**src/rtl/vlu_pkg.sv**
```systemverilog
// Shared constants and types for the vector load unit.
package vlu_pkg;

   localparam int unsigned LANES       = 16;
   localparam int unsigned DW          = 32;
   localparam int unsigned AW          = 32;
   localparam int unsigned RW          = 4;
   localparam int unsigned CW          = $clog2(LANES);
   localparam int unsigned SCALAR_LANE = LANES - 1;
   localparam logic [RW-1:0] PC_REG    = 4'd15;

   typedef logic [DW-1:0] lane_t;
   typedef lane_t [LANES-1:0] vec_t;

   typedef enum logic [1:0] {
      StIdle,
      StIssue,
      StDrain,
      StWb
   } state_e;

   // Index of the final element: LANES-1 for a vector load, 0 for a scalar load.
   function automatic logic [CW-1:0] elem_last(input logic vec);
      return vec ? CW'(LANES - 1) : '0;
   endfunction

endpackage

```
**src/rtl/vlu_addr_gen.sv**
```systemverilog
// Issue counter and strided address accumulator for the vector load unit.
module vlu_addr_gen
   import vlu_pkg::*;
(
   input  logic          clk_i,
   input  logic          rst_i,
   input  logic          load_i,
   input  logic          vec_i,
   input  logic [AW-1:0] base_i,
   input  logic [AW-1:0] stride_i,
   input  logic          adv_i,
   output logic [AW-1:0] addr_o,
   output logic          last_o
);

   logic [AW-1:0] addr_q, addr_d;
   logic [AW-1:0] stride_q, stride_d;
   logic [CW-1:0] cnt_q, cnt_d;
   logic [CW-1:0] lim_q, lim_d;

   assign addr_o = addr_q;
   assign last_o = (cnt_q == lim_q);

   // The address stops advancing on the last issue so it holds once mem_re drops.
   always_comb begin
      addr_d   = addr_q;
      stride_d = stride_q;
      cnt_d    = cnt_q;
      lim_d    = lim_q;
      if (load_i) begin
         addr_d   = base_i;
         stride_d = stride_i;
         cnt_d    = '0;
         lim_d    = elem_last(vec_i);
      end else if (adv_i && !last_o) begin
         addr_d = addr_q + stride_q;
         cnt_d  = cnt_q + CW'(1);
      end
   end

   always_ff @(posedge clk_i) begin
      if (rst_i) begin
         addr_q   <= '0;
         stride_q <= '0;
         cnt_q    <= '0;
         lim_q    <= '0;
      end else begin
         addr_q   <= addr_d;
         stride_q <= stride_d;
         cnt_q    <= cnt_d;
         lim_q    <= lim_d;
      end
   end

endmodule

```
**src/rtl/vector_load_unit.sv**
```systemverilog
// Gathers 1 or 16 strided words from memory and issues one register-file write.
module vector_load_unit
   import vlu_pkg::*;
#(
   parameter int unsigned MEM_LAT = 1
) (
   input  logic          clk,
   input  logic          rst,
   input  logic          start,
   input  logic          vec_mode,
   input  logic [AW-1:0] base_addr,
   input  logic [AW-1:0] stride,
   input  logic [RW-1:0] dest_reg,
   output logic          mem_re,
   output logic [AW-1:0] mem_addr,
   input  logic [DW-1:0] mem_rdata,
   output logic          rf_we,
   output logic [RW-1:0] rf_wa,
   output vec_t          rf_wd,
   output logic          rf_sel_v_s_w,
   output logic          busy,
   output logic          done,
   output logic          err
);

   state_e state_q, state_d;

   logic               vec_q, vec_d;
   logic [RW-1:0]      dest_q, dest_d;
   logic [MEM_LAT-1:0] vld_q, vld_d;
   logic [CW-1:0]      ptr_q, ptr_d;
   vec_t               buf_q, buf_d;

   logic               rf_we_q, rf_we_d;
   logic [RW-1:0]      rf_wa_q, rf_wa_d;
   vec_t               rf_wd_q, rf_wd_d;
   logic               rf_sel_q, rf_sel_d;
   logic               done_q, done_d;
   logic               err_q, err_d;

   logic               ag_load;
   logic               ag_adv;
   logic               ag_last;
   logic [AW-1:0]      ag_addr;
   logic               cap;
   logic               final_cap;
   logic               suppress;
   logic [CW-1:0]      lane_idx;

   assign ag_load = (state_q == StIdle) && start;
   assign ag_adv  = (state_q == StIssue);

   vlu_addr_gen u_addr_gen (
      .clk_i    (clk),
      .rst_i    (rst),
      .load_i   (ag_load),
      .vec_i    (vec_mode),
      .base_i   (base_addr),
      .stride_i (stride),
      .adv_i    (ag_adv),
      .addr_o   (ag_addr),
      .last_o   (ag_last)
   );

   assign mem_re       = (state_q == StIssue);
   assign mem_addr     = ag_addr;
   assign busy         = (state_q != StIdle);
   assign rf_we        = rf_we_q;
   assign rf_wa        = rf_wa_q;
   assign rf_wd        = rf_wd_q;
   assign rf_sel_v_s_w = rf_sel_q;
   assign done         = done_q;
   assign err          = err_q;

   // Oldest slot of the valid pipe marks the edge on which mem_rdata belongs to us.
   assign cap       = vld_q[MEM_LAT-1];
   assign final_cap = cap && (ptr_q == elem_last(vec_q));
   assign suppress  = !vec_q && (dest_q == PC_REG);
   assign lane_idx  = CW'(SCALAR_LANE) - ptr_q;

   always_comb begin
      state_d  = state_q;
      vec_d    = vec_q;
      dest_d   = dest_q;
      ptr_d    = ptr_q;
      buf_d    = buf_q;
      vld_d    = vld_q << 1;
      vld_d[0] = mem_re;
      rf_we_d  = 1'b0;
      rf_wa_d  = rf_wa_q;
      rf_wd_d  = rf_wd_q;
      rf_sel_d = rf_sel_q;
      done_d   = 1'b0;
      err_d    = 1'b0;

      if (cap) begin
         buf_d[lane_idx] = mem_rdata;
         ptr_d           = ptr_q + CW'(1);
      end

      unique case (state_q)
         StIdle: begin
            if (start) begin
               state_d = StIssue;
               vec_d   = vec_mode;
               dest_d  = dest_reg;
               ptr_d   = '0;
               buf_d   = '0;
            end
         end
         StIssue: begin
            if (ag_last) begin
               state_d = StDrain;
            end
         end
         StDrain: begin
            // Write-back outputs are registered here so they are stable for all of WB.
            if (final_cap) begin
               state_d  = StWb;
               rf_wd_d  = buf_d;
               rf_wa_d  = dest_q;
               rf_sel_d = vec_q;
               rf_we_d  = !suppress;
               err_d    = suppress;
               done_d   = 1'b1;
            end
         end
         StWb: begin
            state_d = StIdle;
         end
         default: begin
            state_d = StIdle;
         end
      endcase
   end

   always_ff @(posedge clk) begin
      if (rst) begin
         state_q  <= StIdle;
         vec_q    <= 1'b0;
         dest_q   <= '0;
         vld_q    <= '0;
         ptr_q    <= '0;
         buf_q    <= '0;
         rf_we_q  <= 1'b0;
         rf_wa_q  <= '0;
         rf_wd_q  <= '0;
         rf_sel_q <= 1'b0;
         done_q   <= 1'b0;
         err_q    <= 1'b0;
      end else begin
         state_q  <= state_d;
         vec_q    <= vec_d;
         dest_q   <= dest_d;
         vld_q    <= vld_d;
         ptr_q    <= ptr_d;
         buf_q    <= buf_d;
         rf_we_q  <= rf_we_d;
         rf_wa_q  <= rf_wa_d;
         rf_wd_q  <= rf_wd_d;
         rf_sel_q <= rf_sel_d;
         done_q   <= done_d;
         err_q    <= err_d;
      end
   end

endmodule

```
**config.mk**
```make
export PLATFORM = sky130hd
export DESIGN_NAME = vector_load_unit
export DESIGN_NICKNAME = d
export VERILOG_FILES = /design/src/rtl/vlu_pkg.sv /design/src/rtl/vlu_addr_gen.sv /design/src/rtl/vector_load_unit.sv
export SDC_FILE = /design/constraint.sdc
export NUM_CORES = 2
export LEC_CHECK = 0
export CAP_MARGIN = 40
export CORE_MARGIN = 4
export CORE_UTILIZATION = 38
export DETAILED_ROUTE_END_ITERATION = 10
export HOLD_SLACK_MARGIN = 0.02
export SYNTH_ARGS = -nofsm -noshare
export SYNTH_HDL_FRONTEND = slang
export SYNTH_SLANG_ARGS = --single-unit
```
**constraint.sdc**
```tcl
create_clock -name clk -period 3.7 [get_ports clk]
set_clock_uncertainty 0.1 [all_clocks]
set_input_delay 0.925 -clock clk [delete_from_list [all_inputs] [get_ports clk]]
set_output_delay 0.925 -clock clk [all_outputs]
set_load 0.005 [all_outputs]
```
== Word level (Yosys, flattened, before mapping) ==
Index checks and enable logic that the tools add are counted.
Storage, ports and cells
  register bits after elaboration: 1116
  input bits: 104
  output and inout port bits: 554
  word-level logic and storage cells: 98
Operators by class
  add/sub/neg operators: 4
  magnitude comparators: 2
  eq/ne operators: 9
  multiplexer cells: 18
  bitwise gates (word level): 2
  reduce and logical (&&, ||, !) cells: 17
Operator list (count)
  $mux W512: 3
  $bwmux W512: 1
  $demux W32 S4: 1
  $mux W32: 3
  $add A32 B32 Y32: 1
  $mux W4: 5
  $add A4 B1 Y4 const B: 2
  $eq A4 B4 Y1: 2
  $pmux W2 S4: 1
  $mux W2: 3
  $ne A2 B2 Y1 const B: 3
  $logic_and A1 B1 Y1: 5
  $lt A4 B5 Y1 const B: 1
  $eq A2 B2 Y1 const B: 2
  $eq A4 B4 Y1 const B: 1
  $ge A4 B1 Y1 const B: 1
  $reduce_and A2 Y1: 2
  $reduce_bool A2 Y1: 2
  $reduce_or A2 Y1: 2
  $sub A4 B4 Y4 const A: 1
  $logic_not A1 Y1: 3
  $reduce_and A3 Y1: 1
  $reduce_or A3 Y1: 1
  $eq A2 B1 Y1 const B: 1
  3 further kinds: 4

== Logic depth before layout (Yosys ltp) ==
  word-level depth: 9
  mapped depth: 10
  depth with buffers taken out: 10

== Modules after synthesis ==
Synthesis repeated with hierarchy kept, for this count alone.
Second synthesis, totals
  cells, all modules: 4146
  area, all modules: 42962.5 um^2
Modules (own cells, without submodules)
  vector_load_unit: instances 1, cells an instance 3573, area each 38428.1 um^2, seq. area each 20900.0 um^2
  vlu_addr_gen: instances 1, cells an instance 573, area each 4534.3 um^2, seq. area each 1381.3 um^2

== Least setup slack after synthesis ==
OpenSTA, ideal clock, no wires.
  path kind: register to register
  start: register u_addr_gen.addr_q[0] (netlist: u_addr_gen.addr_o[0])
  end: register u_addr_gen.addr_q[30] (netlist: u_addr_gen.addr_o[30])
  library setup time: 0.115 ns
  arrival time: 2.494 ns
  data required time: 3.485 ns
  setup slack: 0.992 ns
  stages on the path, launching flop included: 11
  path buffers: 0
  clock period less this slack: 2.708 ns
  path through: dfxtp_1 > ha_1 > fa_1 > a21oi_1 > o211a_1 > and4bb_2 > o21ai_0 > nand4_1 > a41oi_1 > xor2_1 > a2111oi_0
Between the ends
  longest elaborated chain between the ends: 3
Ends and longest elaborated chain
  from (decl): RTL line vlu_addr_gen.sv:16  | logic [AW-1:0] addr_q, addr_d;
  from (signal assigned): RTL line vlu_addr_gen.sv:48  | addr_q <= addr_d;
  $add A32 B32 Y32: RTL line vlu_addr_gen.sv:36  | addr_d = addr_q + stride_q;
  $mux W32: RTL line vlu_addr_gen.sv:35  | end else if (adv_i && !last_o) begin
  $mux W32: RTL line vlu_addr_gen.sv:30  | if (load_i) begin
No other way between the ends. The select of a mux whose other input is x is not followed.
A chain may end at the register's enable or synchronous reset.

== Final worst setup path ==
Same ends and word-level chain as after synthesis.

==> impl_metrics.tcl <==
set metrics [dict create \
    met3_usage_pct 3.53 \
    root_buffer "clkbuf_16" \
    startpoint_type "register" \
    period_needed_ns 3.28 \
    yosys-top-cells-count "dfxtp_1 (1112), nor2_1 (1090), mux2i_1 (516)" \
    firstDrtPassIters 5 \
    pwr-share-comb_pct 16.7 \
    synth_cell_types 62 \
    syn_nets 4251 \
    crit_slowest_cell "fa_1" \
    num_vias 31594 \
    setup_viol 0 \
    synth_cells 4106 \
    clk_path_buf_depth 3 \
    synth_area_mm2 0.0419 \
    initial_utilization_pct 38.4 \
    slew_violations 0 \
    ant_nets 0 \
    swShare_pct 27.8 \
    clkLatencyLatePin_ns 0.71 \
    worstMarginPinSlew_ns 1.08 \
    core.rowCount 121 \
    async_reset_ff_share_pct 0 \
    syn_to_final_growth_pct 27.9 \
    synth-seq-area-share_pct 53.1 \
    yosysTopAreaCell "dfxtp_1" \
    crit_path_end_kind "register" \
    cts_tree "built" \
    syn_area_per_cell_um2 10.2 \
    grt_start_max_net_pins 163 \
    ios 658 \
    cpPeakStageDelay_ns 0.43 \
    rsz0062_at_grt "no" \
    grt-ovfl-total 0 \
    pwr-share-seq_pct 43.8 \
    die_y_um 340 \
    synth_top_area_share_pct 53.1 \
    final_util_pct 49.1 \
    cts.sinks 1112 \
    yosys_warnings 0 \
    worstSetupPathType "register to register" \
    postCtsSetupBuffers 0 \
    total_power_w 0.0300 \
    tns_ns 0 \
    clock_power_share_pct 39.4 \
    cp_top_family "compound AO/OA/AOI/OAI gates" \
    grt_pass1_wl_um 202000 \
    min_period_over_period_pct 88.7 \
    post_cts_resized 0 \
    die_w_um 340 \
    grt-busiest-layer "met2" \
    wl_um 139000 \
    cap_violations 0 \
    finalNetCount 4769 \
    met2_usage_pct 37.3 \
    wl_per_cell_um 22.4 \
    internal-power_w 0.0216 \
    nFillCells 10136 \
    portBuffers 657 \
    yosys-top-cells-area "dfxtp_1 (53%), mux2i_1 (12%), nor2_1 (9.8%)" \
    hp-class "register to register" \
    viasPerCell 5.10 \
    drive_gt1_share_pct 13.5 \
    synth-main-ff-cell "dfxtp_1" \
    die_area_mm2 0.116 \
    first_global_vias 30229 \
    synthMostInstantiatedCell "dfxtp_1" \
    cts_hold_buf 0 \
    drc 0 \
    grt_use_met1_pct 31.3 \
    hpwl_um 92800 \
    max_freq_ghz 0.305 \
    clk_pin_slew_worst_paths_ns 0.06 \
    antenna_found_initial 16 \
    gp_congestion 0.832 \
    drt-initial-drc-count 2223 \
    cts-buffers-inserted 114 \
    power_leakage_nw 20.7 \
    p_switching_w 0.00835 \
    ir_drop_mv 0.374 \
    worstPathRequired_ns 4.18 \
    coreArea_mm2 0.109 \
    relSlewSlack_pct 27.7 \
    powerDensity_mw_per_mm2 560 \
    status "finished clean" \
    crit_fanout 3 \
    ys_ff_latch 1112 \
    hold_violations 0 \
    ff2ff_setup_slack_ns 0.42 \
    synth_edf_count 0 \
    grtUsageTotal_pct 23.1 \
    arrival_ns 3.76 \
    htree_levels 3 \
    path_buf_inv 0 \
    cp_cell_sequence "ha_1, fa_1, a21oi_1, o211a_1, and4bb_2, o21ai_0, nand4_1, a41oi_1, xor2_1, a2111oi_0" \
]
-- tightest hold or removal path, stage by stage, from the launching register on --
cell     delay, ns
dfxtp_1       0.31
nand2_1       0.05
a21oi_1       0.05
-- flip-flops by register name, summed over array words and instances (netlist names), 2 cells and up --
signal               cells
u_addr_gen.cnt_q         4
u_addr_gen.addr_o       32
ptr_q                    4
rf_wa                    4
state_q                  2
dest_q                   4
u_addr_gen.stride_q     32
buf_q                  512
rf_wd                  512
-- layout make-up --
class | count | area [um2] | share of cell area [%]
diodes | 4 | 10.0 | 0.0187
clock buffers | 169 | 3400 | 6.35
clock inverters | 36 | 493 | 0.920
inverters | 14 | 52.6 | 0.0981
multi-input cells | 2627 | 17800 | 33.2
flip-flops and latches | 1112 | 22300 | 41.6
well taps | 1476 | 1850 | 3.45
repair buffers | 755 | 7690 | 14.4
-- metrics by stage --
step / cell area [um2] / hold slack, ns / setup slack [ns] / cells
floorplan: 41900 / 0.340 / 0.992 / 4106
global placement: 49300 / 0.343 / 0.523 / 5968
detailed placement: 49600 / 0.350 / 0.461 / 5982
CTS: 53500 / 0.359 / 0.428 / 6187
global route: 53600 / 0.379 / 0.162 / 6193
finish: 53600 / 0.360 / 0.419 / 6193
-- power groups by stage --
stage | clock network [W] | logic (W) | registers [W]
final | 0.0118 | 0.00501 | 0.0131
after global routing | 0.0125 | 0.00545 | 0.0132
after CTS | 0.0121 | 0.00504 | 0.0131
after detailed placement | 0 | 0.00502 | 0.0134
after global placement | 0 | 0.00494 | 0.0134
after floorplan | 0 | 0.00281 | 0.0132
-- routing by layer --
layer	routed length, um	vias to the layer above
met1	63000	15351
met5	13	-
met3	6450	207
met4	5190	2
li1	-	15191
met2	64000	843
-- layout by cell type (no fill, tap or decap), drive strengths merged, types with 3 or more instances in the layout --
master and n:
a211o 3, a211oi 527, a21o 13, a21oi 87, a221oi 3, a311oi 18
and2 4, and3 7, buf 130, bufinv 8, clkbuf 169, clkdlybuf4s50 625
clkinv 22, clkinvlp 4, dfxtp 1112, diode 4, ha 40, inv 16
mux2i 516, nand2 151, nand2b 4, nand3 22, nand3b 4, nand4 13
nor2 1090, nor2b 7, nor3 17, nor4 3, o211ai 3, o21a 4
o21ai 29, o21bai 3, or2 4, or3 4, xnor2 11, xor2 11
-- worst paths after layout --
kind                            cells past startpoint                     to                  from
worst min-delay path                                2           rf_sel_v_s_w          rf_sel_v_s_w
worst min register to register                      2           rf_sel_v_s_w          rf_sel_v_s_w
worst max register to register                     10  u_addr_gen.addr_o[30]  u_addr_gen.addr_o[0]
worst max-delay path                               10  u_addr_gen.addr_o[30]  u_addr_gen.addr_o[0]
-- cells by family (layout without fill, tap and decap cells) --
| kind of cell | count (synthesis) | after routing | share of synthesized area (%) |
|---|---|---|---|
| simple gates | 1342 | 1342 | 12.6 |
| flops | 1112 | 1112 | 53.1 |
| compound gates | 704 | 704 | 15.6 |
| mux | 518 | 518 | 12.4 |
| buf+inv | 367 | 974 | 4.50 |
| fa+ha+maj | 41 | 41 | 1.24 |
| xor+xnor | 22 | 22 | 0.460 |
| other cells | 0 | 4 | 0 |
No activity file was read; power rests on OpenSTA's default activity.
